## config.mk

```make
export PLATFORM = sky130hd
export DESIGN_NAME = jtbubl_snd_comm
export DESIGN_NICKNAME = d
export VERILOG_FILES = /design/src/rtl/jtbubl_snd_comm.sv
export SDC_FILE = /design/constraint.sdc
export NUM_CORES = 1
export LEC_CHECK = 0
export CORE_MARGIN = 8
export CORE_UTILIZATION = 53
export CTS_BUF_LIST = sky130_fd_sc_hd__clkbuf_4
export CTS_CLUSTER_SIZE = 8
export DETAILED_ROUTE_END_ITERATION = 12
export DONT_BUFFER_PORTS = 1
export MAX_ROUTING_LAYER = met4
export PLACE_DENSITY = 0.68
export SYNTH_ARGS = -nofsm -noshare
export SYNTH_HDL_FRONTEND = slang
export SYNTH_SLANG_ARGS = --single-unit
```

## constraint.sdc

```tcl
create_clock -name clk24 -period 1.3 [get_ports clk24]
set_clock_uncertainty 0.15 [all_clocks]
set_input_delay 0.325 -clock clk24 [delete_from_list [all_inputs] [get_ports clk24]]
set_output_delay 0.325 -clock clk24 [all_outputs]
set_load 0.05 [all_outputs]
```

## src/rtl/jtbubl_snd_comm.sv

```systemverilog
// Sound-CPU end of the main/sound command channel: command latch with NMI, reply latch, status flags.
// Optional overrun flags are enabled by defining JTBUBL_SNDCOMM_OVR_EN.
module jtbubl_snd_comm #(
   parameter logic NMI_EN_RST = 1'b0
) (
   input  logic       clk24,
   input  logic       rst,
   input  logic       main_wr,
   input  logic [7:0] main_din,
   input  logic       main_rd,
   input  logic       main_stat_rd,
   output logic [7:0] main_dout,
   input  logic       snd_rd,
   input  logic       snd_wr,
   input  logic       snd_nmi_on,
   input  logic       snd_nmi_off,
   input  logic [7:0] snd_din,
   output logic [7:0] snd_dout,
   input  logic       snd_stat_rd,
   output logic       snd_nmi_n
);
   localparam int DATA_W = 8;

   logic              main_wr_p1, main_rd_p1, main_stat_p1;
   logic              snd_rd_p1, snd_wr_p1, snd_stat_p1;
   logic              nmi_on_p1, nmi_off_p1;

   logic [DATA_W-1:0] cmd_latch, rep_latch;
   logic              cmd_pend, rep_full, nmi_en;
   logic              ovr_cmd, ovr_rep;
   logic [DATA_W-1:0] status;

   logic              cmd_set, cmd_clr, rep_set, rep_clr;
   logic              en_set, en_clr, stat_clr;

   // Previous-sample registers; a strobe already high at reset release counts as one edge
   always_ff @(posedge clk24) begin
      if (rst) begin
         main_wr_p1   <= 1'b0;
         main_rd_p1   <= 1'b0;
         main_stat_p1 <= 1'b0;
         snd_rd_p1    <= 1'b0;
         snd_wr_p1    <= 1'b0;
         snd_stat_p1  <= 1'b0;
         nmi_on_p1    <= 1'b0;
         nmi_off_p1   <= 1'b0;
      end else begin
         main_wr_p1   <= main_wr;
         main_rd_p1   <= main_rd;
         main_stat_p1 <= main_stat_rd;
         snd_rd_p1    <= snd_rd;
         snd_wr_p1    <= snd_wr;
         snd_stat_p1  <= snd_stat_rd;
         nmi_on_p1    <= snd_nmi_on;
         nmi_off_p1   <= snd_nmi_off;
      end
   end

   always_comb begin
      cmd_set  =  main_wr     & ~main_wr_p1;
      cmd_clr  = ~snd_rd      &  snd_rd_p1;
      rep_set  =  snd_wr      & ~snd_wr_p1;
      rep_clr  = ~main_rd     &  main_rd_p1;
      en_set   =  snd_nmi_on  & ~nmi_on_p1;
      en_clr   =  snd_nmi_off & ~nmi_off_p1;
      stat_clr = (~main_stat_rd & main_stat_p1) | (~snd_stat_rd & snd_stat_p1);
   end

   // Command path: a new write always wins over the sound CPU's acknowledge
   always_ff @(posedge clk24) begin
      if (rst) begin
         cmd_latch <= '0;
         cmd_pend  <= 1'b0;
      end else begin
         if (cmd_set) begin
            cmd_latch <= main_din;
            cmd_pend  <= 1'b1;
         end else if (cmd_clr) begin
            cmd_pend  <= 1'b0;
         end
      end
   end

   always_ff @(posedge clk24) begin
      if (rst) begin
         rep_latch <= '0;
         rep_full  <= 1'b0;
      end else begin
         if (rep_set) begin
            rep_latch <= snd_din;
            rep_full  <= 1'b1;
         end else if (rep_clr) begin
            rep_full  <= 1'b0;
         end
      end
   end

   // NMI enable: disable has priority when both strobes rise together
   always_ff @(posedge clk24) begin
      if (rst) begin
         nmi_en    <= NMI_EN_RST;
         snd_nmi_n <= 1'b1;
      end else begin
         if (en_clr)
            nmi_en <= 1'b0;
         else if (en_set)
            nmi_en <= 1'b1;
         snd_nmi_n <= ~(cmd_pend & nmi_en);
      end
   end

`ifdef JTBUBL_SNDCOMM_OVR_EN
   always_ff @(posedge clk24) begin
      if (rst) begin
         ovr_cmd <= 1'b0;
         ovr_rep <= 1'b0;
      end else begin
         if (cmd_set && cmd_pend)
            ovr_cmd <= 1'b1;
         else if (stat_clr)
            ovr_cmd <= 1'b0;
         if (rep_set && rep_full)
            ovr_rep <= 1'b1;
         else if (stat_clr)
            ovr_rep <= 1'b0;
      end
   end
`else
   always_comb begin
      ovr_cmd = 1'b0;
      ovr_rep = 1'b0;
   end

   logic unused_stat;
   assign unused_stat = stat_clr;
`endif

   always_comb begin
      status    = {4'b0000, ovr_rep, ovr_cmd, rep_full, cmd_pend};
      snd_dout  = snd_stat_rd  ? status : cmd_latch;
      main_dout = main_stat_rd ? status : rep_latch;
   end

endmodule

```

==> impl_metrics.csv, run 1 <==
group,metric,value,unit
synthesis,syn_inst,116,
clock_network,clkSlewWorstSetupHoldPaths,0.14,ns
synthesis,synth_most_common_cell,"dfxtp_1",
synthesis,synth-async-reset-ratio,0,
worst_setup_path,worstPathArrival,1.02,ns
placed_design,dpl_cell_area,0.001468,mm^2
synthesis,synth_top_family_by_area,"simple AND/OR/NAND/NOR gates",
detailed_routing,drtAntennaViolNets,0,
worst_setup_path,reg2regPathDepth,3,
synthesis,ys_seq_area_frac,0.4502,
worst_setup_path,cp_top_family,"flip-flops",
synthesis,synth_compound_area_frac,0.09199,
timing,post-route-min-period,1.498,ns
power_and_ir_drop,ir_drop,0.0008178,V
timing,setup-violations-final,16,
run,drv_cap,0,
clock_network,cts_max_level,1,
worst_setup_path,crit_fanout,2,
placed_design,port_buffers,0,
detailed_routing,via_per_inst,5.305,
finish,drive_above_1_share,0.3826,
worst_setup_path,endpoint_kind,"primary output",
synthesis,synth_edf_count,0,
power_and_ir_drop,powerDensity,898.8,mW/mm^2
global_route,antenna_found_initial,0,
placed_design,place_congestion,0.7269,
worst_setup_path,critical_path_class,"reg2out",
worst_setup_path,path_buf_inv,0,
synthesis,synth_fa_ha_area_frac,0,
finish,fillers,124,
global_route,grt.overflow.total,0,
run_status,violations,"setup timing",
synthesis,yosys.area_share.simple,0.3820,
global_route,grt_pass1_wl,4526,um
power_and_ir_drop,power,0.001589,W
synthesis,yosys_register_bits,26,
detailed_routing,drt_first_pass_iters,4,
detailed_routing,post_drt_wl_per_cell,16.96,um
power_and_ir_drop,p_leak,0.6433,nW
detailed_routing,drt_iter0_markers,21,
detailed_routing,drcViolationCount,0,
timing,tns,-2.353,ns
clock_network,cts_buffers,3,
timing,fmax,0.6674,GHz
floorplan,initial_core_util,0.5435,
finish,layout.nets,176,
floorplan,dieArea,0.003932,mm^2
floorplan,die_h,62.71,um
finish,syn_to_final_growth,52.92,%
synthesis,yosysTopAreaCell,"dfxtp_1",
synthesis,synth_top_area_frac,0.4502,
floorplan,die_x,62.71,um
worst_setup_path,r2r_end,"rep_latch[2]$_SDFFE_PP0P_",
synthesis,syn_area_per_cell,9.966,um^2
clock_network,cts.sinks,26,
timing,final.setup.worst_slack,-0.1985,ns
clock_network,tritoncts,"yes",
detailed_routing,num_vias,939,
synthesis,syn_area,0.001156,mm^2
timing,hold_viol_final,0,
worst_setup_path,r2r_slack,0.15,ns
synthesis,synthMuxAreaShare,0.03896,
hold_path,hold_start,"snd_din[6]",
clock_network,root_buffer,"clkbuf_4",
worst_setup_path,crit_chain,"mux2_4",
hold_path,hold-path-endpoint,"rep_latch[6]$_SDFFE_PP0P_",
worst_setup_path,critPathMaxStageDelay,0.35,ns
hold_path,hold_path_class,"in2reg",
clock_network,cts_buffer_depth,2,
hold_path,hold_depth,2,
worst_setup_path,r2r-start,"snd_wr_p1$_SDFF_PP0_",
detailed_routing,wirelength,3002,um
worst_setup_path,slowest_stage,"dfxtp_2",
global_route,track_usage,0.1419,
timing,rsz0062_at_grt,"yes",
clock_network,clock_latency,0.31,ns
synthesis,post_synth_main_area_contributors,"dfxtp_1 (45%), nand4bb_1 (16%), nor2b_1 (12%)",
synthesis,synth_cell_types,13,
floorplan,io_pins,43,
timing,slew_headroom,0.7995,
finish,n_antenna_cell,0,
synthesis,synth-main-ff-cell,"dfxtp_1",
finish,final_area,0.001768,mm^2
global_route,grt_pass1_vias,966,
worst_setup_path,critPathLaunchType,"flip-flop",
synthesis,synthXorXnorAreaFrac,0,
timing,fin_crit_sh,1.153,
timing,max_slew.worst_pin.slew,0.3001,ns
floorplan,core,0.002127,mm^2
placed_design,place_hpwl,1953,um
synthesis,netlist_top_cells_count,"dfxtp_1 (26), nor2b_1 (22), nand2b_1 (19)",
synthesis,yosys_warnings,0,
timing,final-max-slew-violation-count,0,
worst_setup_path,required,0.82,ns
global_route,grt_max_degree,37,
floorplan,num_rows,17,
run_status,outcome,"complete, but fails checks",
synthesis,synth_nets,142,
cells by family (layout without fill, tap and decap cells):
| logic type | count (synthesis) | count (layout) |
|---|---|---|
| and+or+nand+nor | 58 | 58 |
| muxes | 4 | 4 |
| AOI/OAI and AO/OA | 19 | 19 |
| buffers and inverters | 9 | 42 |
| DFF | 26 | 26 |
worst max-delay path by stage:
stage	startpoint	end	slack, ns	depth (start not counted)
after floorplan	rep_latch[2]$_SDFFE_PP0P_	main_dout[2]	0.06	1
after global placement	main_stat_rd	main_dout[0]	0.06	1
after detailed placement	main_stat_rd	main_dout[0]	0.06	1
after CTS	rep_latch[0]$_SDFFE_PP0P_	main_dout[0]	-0.20	1
after global routing	rep_latch[1]$_SDFFE_PP0P_	main_dout[1]	-0.23	1
final	rep_latch[0]$_SDFFE_PP0P_	main_dout[0]	-0.20	1
cells in the final DEF, fill, tap and decap left out:
cell type,n
nand2b_1,19
dfxtp_2,17
nand4bb_1,16
o21ai_1,16
dlygate4sd3_1,14
nor2b_4,12
buf_12,12
nor2b_1,10
dfxtp_1,9
buf_4,8
mux2_4,4
inv_1,3
clkbuf_4,3
a22o_1,2
nand3_1,1
a221oi_1,1
clkinv_1,1
buf_8,1
registers in the layout, indices dropped and copies added (netlist names):
signal	count
cmd_latch	8
cmd_pend	1
main_rd_p1	1
main_wr_p1	1
nmi_en	1
nmi_off_p1	1
nmi_on_p1	1
rep_full	1
rep_latch	8
snd_nmi_n	1
snd_rd_p1	1
snd_wr_p1	1
metal layers:
layer  wire length, um  track usage  vias to the layer above
met1              1272       0.1656                      442
met3               165      0.03405                        2
li1                  -            -                      472
met2              1544       0.2393                       23
met5                 0            -                        -
met4                20      0.03419                        0
final cells by class:
| type | count | area, um^2 | share of cell area |
|---|---|---|---|
| Tap cell | 28 | 35.03 | 0.01982 |
| Sequential cell | 26 | 541.8 | 0.3064 |
| Inverter | 3 | 11.26 | 0.006369 |
| Clock inverter | 1 | 3.754 | 0.002123 |
| Timing Repair Buffer | 35 | 455.4 | 0.2576 |
| Clock buffer | 3 | 22.52 | 0.01274 |
| Multi-Input combinational cell | 81 | 698.2 | 0.3949 |
where the power goes:
part	total [W]	switching, W	internal [W]
Clock	0.000342	0.000230	0.000112
Combinational	0.000368	0.000168	0.000200
Sequential	0.000879	0.0000278	0.000851
through the flow:
stage	setup slack, ns	util	cells	hold slack [ns]
final	-0.1985	0.8312	177	0.004443
after global routing	-0.2295	0.8312	177	0.001642
after floorplan	0.06009	-	116	0.2179
after detailed placement	0.05748	0.6900	155	0.2383
after global placement	0.05875	0.6900	155	0.2459
after CTS	-0.1982	0.7929	169	0.0005398
timing repair:
action	CTS	global route
setup buffers	2	2
resized for setup	32	3
endpoints found under the hold margin	9	5
hold buffers	8	6
endpoints found under the setup margin	17	17
(Power assumes the default switching activity.)
==> inputs of run 2 (changes only) <==
==> config.mk (replaced) <==
export PLATFORM = sky130hd
export DESIGN_NAME = jtbubl_snd_comm
export DESIGN_NICKNAME = d
export VERILOG_FILES = /design/src/rtl/jtbubl_snd_comm.sv
export SDC_FILE = /design/constraint.sdc
export NUM_CORES = 1
export LEC_CHECK = 0
export CAP_MARGIN = 20
export CORE_MARGIN = 8
export CORE_UTILIZATION = 45
export CTS_BUF_LIST = sky130_fd_sc_hd__clkbuf_4
export CTS_CLUSTER_SIZE = 8
export DETAILED_ROUTE_END_ITERATION = 12
export MAX_ROUTING_LAYER = met4
export PLACE_DENSITY = 0.81
export SYNTH_ARGS = -nofsm -noshare
export SYNTH_HDL_FRONTEND = slang
export SYNTH_SLANG_ARGS = --single-unit
==> run 2 against run 1 <==
The flow still finishes with violations (setup timing); total power grew 14%; combinational power grew 47%; clock-buffer cell count is the same; largest cell class is now non-clock buffers; final area grew 18%; register-to-register slack gained 0.09 ns; worst setup slack lost 0.12 ns.
==> impl_metrics.csv, run 2 (synthesis results as in run 1) <==
group,metric,value,unit
detailed_routing,drt_iter0_markers,43,
global_route,track_usage,0.1807,
hold_path,hold-path-endpoint,"snd_nmi_n$_SDFF_PP1_",
clock_network,cts_buffers,3,
detailed_routing,post_drt_wl_per_cell,18.26,um
global_route,grt_pass1_wl,5878,um
finish,syn_to_final_growth,80.41,%
finish,n_antenna_cell,0,
floorplan,die_h,66.69,um
timing,holdWs,0.2813,ns
clock_network,root_buffer,"clkbuf_4",
power_and_ir_drop,power,0.001813,W
clock_network,tritoncts,"yes",
global_route,grt.overflow.total,0,
timing,fin_crit_sh,1.246,
floorplan,dieArea,0.004447,mm^2
timing,rsz0062_at_grt,"yes",
floorplan,num_rows,18,
timing,final.setup.worst_slack,-0.3195,ns
detailed_routing,drt_first_pass_iters,4,
timing,hold_viol_final,0,
detailed_routing,via_per_inst,5.222,
timing,fmax,0.6175,GHz
run_status,violations,"setup timing",
floorplan,initial_core_util,0.4709,
worst_setup_path,required,0.82,ns
detailed_routing,wirelength,3872,um
power_and_ir_drop,p_leak,0.8108,nW
hold_path,hold_path_class,"reg2reg",
worst_setup_path,slowest_stage,"dfxtp_2",
global_route,grt_pass1_vias,1169,
global_route,antenna_found_initial,0,
worst_setup_path,endpoint_kind,"primary output",
worst_setup_path,crit_fanout,4,
worst_setup_path,r2r-start,"main_wr_p1$_SDFF_PP0_",
finish,largest_registers,"cmd_latch x8, rep_latch x8",
hold_path,hold_depth,1,
hold_path,hold_start,"nmi_en$_SDFFE_PP0P_",
placed_design,place_congestion,0.7439,
worst_setup_path,r2r_end,"cmd_pend$_SDFFE_PP0P_",
worst_setup_path,reg2regPathDepth,3,
run_status,outcome,"complete, but fails checks",
detailed_routing,num_vias,1107,
placed_design,port_buffers,42,
placed_design,dp_worst_setup_slack,-0.6323,ns
worst_setup_path,worstPathArrival,1.14,ns
run,drv_cap,0,
worst_setup_path,critical_path_class,"reg2out",
placed_design,place_hpwl,2628,um
finish,layout_common_cells,"clkdlybuf4s50_1 (23), buf_4 (23), nand2b_1 (19)",
clock_network,cts_max_level,1,
timing,post-route-min-period,1.619,ns
worst_setup_path,crit_chain,"mux2_4 > buf_8",
finish,postLayoutCoreUtil,0.8496,
timing,final-max-slew-violation-count,0,
global_route,grt_max_degree,20,
worst_setup_path,r2r_slack,0.24,ns
worst_setup_path,critPathLaunchType,"flip-flop",
clock_network,cts_buffer_depth,2,
clock_network,cts.sinks,26,
power_and_ir_drop,ir_drop,0.0009701,V
detailed_routing,drcViolationCount,0,
floorplan,core,0.002455,mm^2
clock_network,holdBufCountCts,0,
timing,slew_headroom,0.8572,
timing,max_slew.worst_pin.slew,0.2142,ns
worst_setup_path,cp_top_family,"flip-flops",
timing,tns,-3.448,ns
finish,layout.nets,209,
power_and_ir_drop,powerDensity,869.4,mW/mm^2
floorplan,die_x,66.69,um
worst_setup_path,critPathMaxStageDelay,0.37,ns
clock_network,clock_latency,0.35,ns
timing,setup-violations-final,17,
finish,drive_above_1_share,0.4451,
clock_network,clkSlewWorstSetupHoldPaths,0.15,ns
worst_setup_path,path_buf_inv,1,
finish,fillers,131,
detailed_routing,drtAntennaViolNets,0,
floorplan,io_pins,43,
==> run 2: cell count changes in the layout (fill, tap and decap cells not counted) <==
cell | previous run | this run
buf_12 | 12 | 13
buf_2 | 0 | 2
buf_4 | 8 | 23
buf_6 | 0 | 2
buf_8 | 1 | 5
clkdlybuf4s50_1 | 0 | 23
dlygate4sd3_1 | 14 | 0
==> run 2: worst max path at each step <==
stage | depth (start not counted) | to | from
2_1_floorplan | 1 | main_dout[2] | rep_latch[2]$_SDFFE_PP0P_
3_3_place_gp | 3 | main_dout[0] | main_stat_rd
3_5_place_dp | 3 | main_dout[0] | main_stat_rd
4_1_cts | 2 | main_dout[0] | cmd_pend$_SDFFE_PP0P_
5_1_grt | 2 | snd_dout[1] | rep_full$_SDFFE_PP0P_
6_report | 2 | main_dout[0] | cmd_pend$_SDFFE_PP0P_
==> run 2: metal layers <==
metal | vias to the layer above | global-route usage | part of all wire
met5 | - | - | 0
li1 | 531 | - | -
met2 | 23 | 0.3118 | 0.55
met1 | 547 | 0.1902 | 0.40
met4 | 0 | 0.07467 | 0.016
met3 | 6 | 0.04698 | 0.040
==> run 2: cell type report <==
| class | instances | area, um^2 | share of cell area |
|---|---|---|---|
| Tap cell | 30 | 37.54 | 0.01800 |
| Multi-Input combinational cell | 81 | 698.2 | 0.3347 |
| Sequential cell | 26 | 541.8 | 0.2597 |
| Clock inverter | 1 | 3.754 | 0.001800 |
| Timing Repair Buffer | 68 | 770.7 | 0.3695 |
| Inverter | 3 | 11.26 | 0.005399 |
| Clock buffer | 3 | 22.52 | 0.01080 |
==> run 2: report_power, final <==
group | leakage (nW) | internal [W] | total, W | switching, W
Clock | 0.0154 | 0.000114 | 0.000392 | 0.000279
Sequential | 0.220 | 0.000852 | 0.000880 | 0.0000281
Combinational | 0.575 | 0.000303 | 0.000541 | 0.000239
Total | 0.811 | 0.00127 | 0.00181 | 0.000545
==> run 2: worst reg2reg max path: stages (launching register included) <==
cell     delay (ns)
dfxtp_1        0.37
nor2b_1        0.06
buf_4          0.15
a22o_1         0.23
==> run 2: timing repair <==
item                                    4_1_cts  5_1_grt
gates resized for setup                      49        5
cloned                                        0        0
endpoints found under the setup margin       17       19
setup buffers                                 7        5
==> run 2: stage by stage <==
step | instance area, um^2 | instances
2_1_floorplan | 1186 | 116
4_1_cts | 2048 | 207
5_1_grt | 2086 | 212
3_5_place_dp | 1838 | 196
6_report | 2086 | 212
3_3_place_gp | 1838 | 196
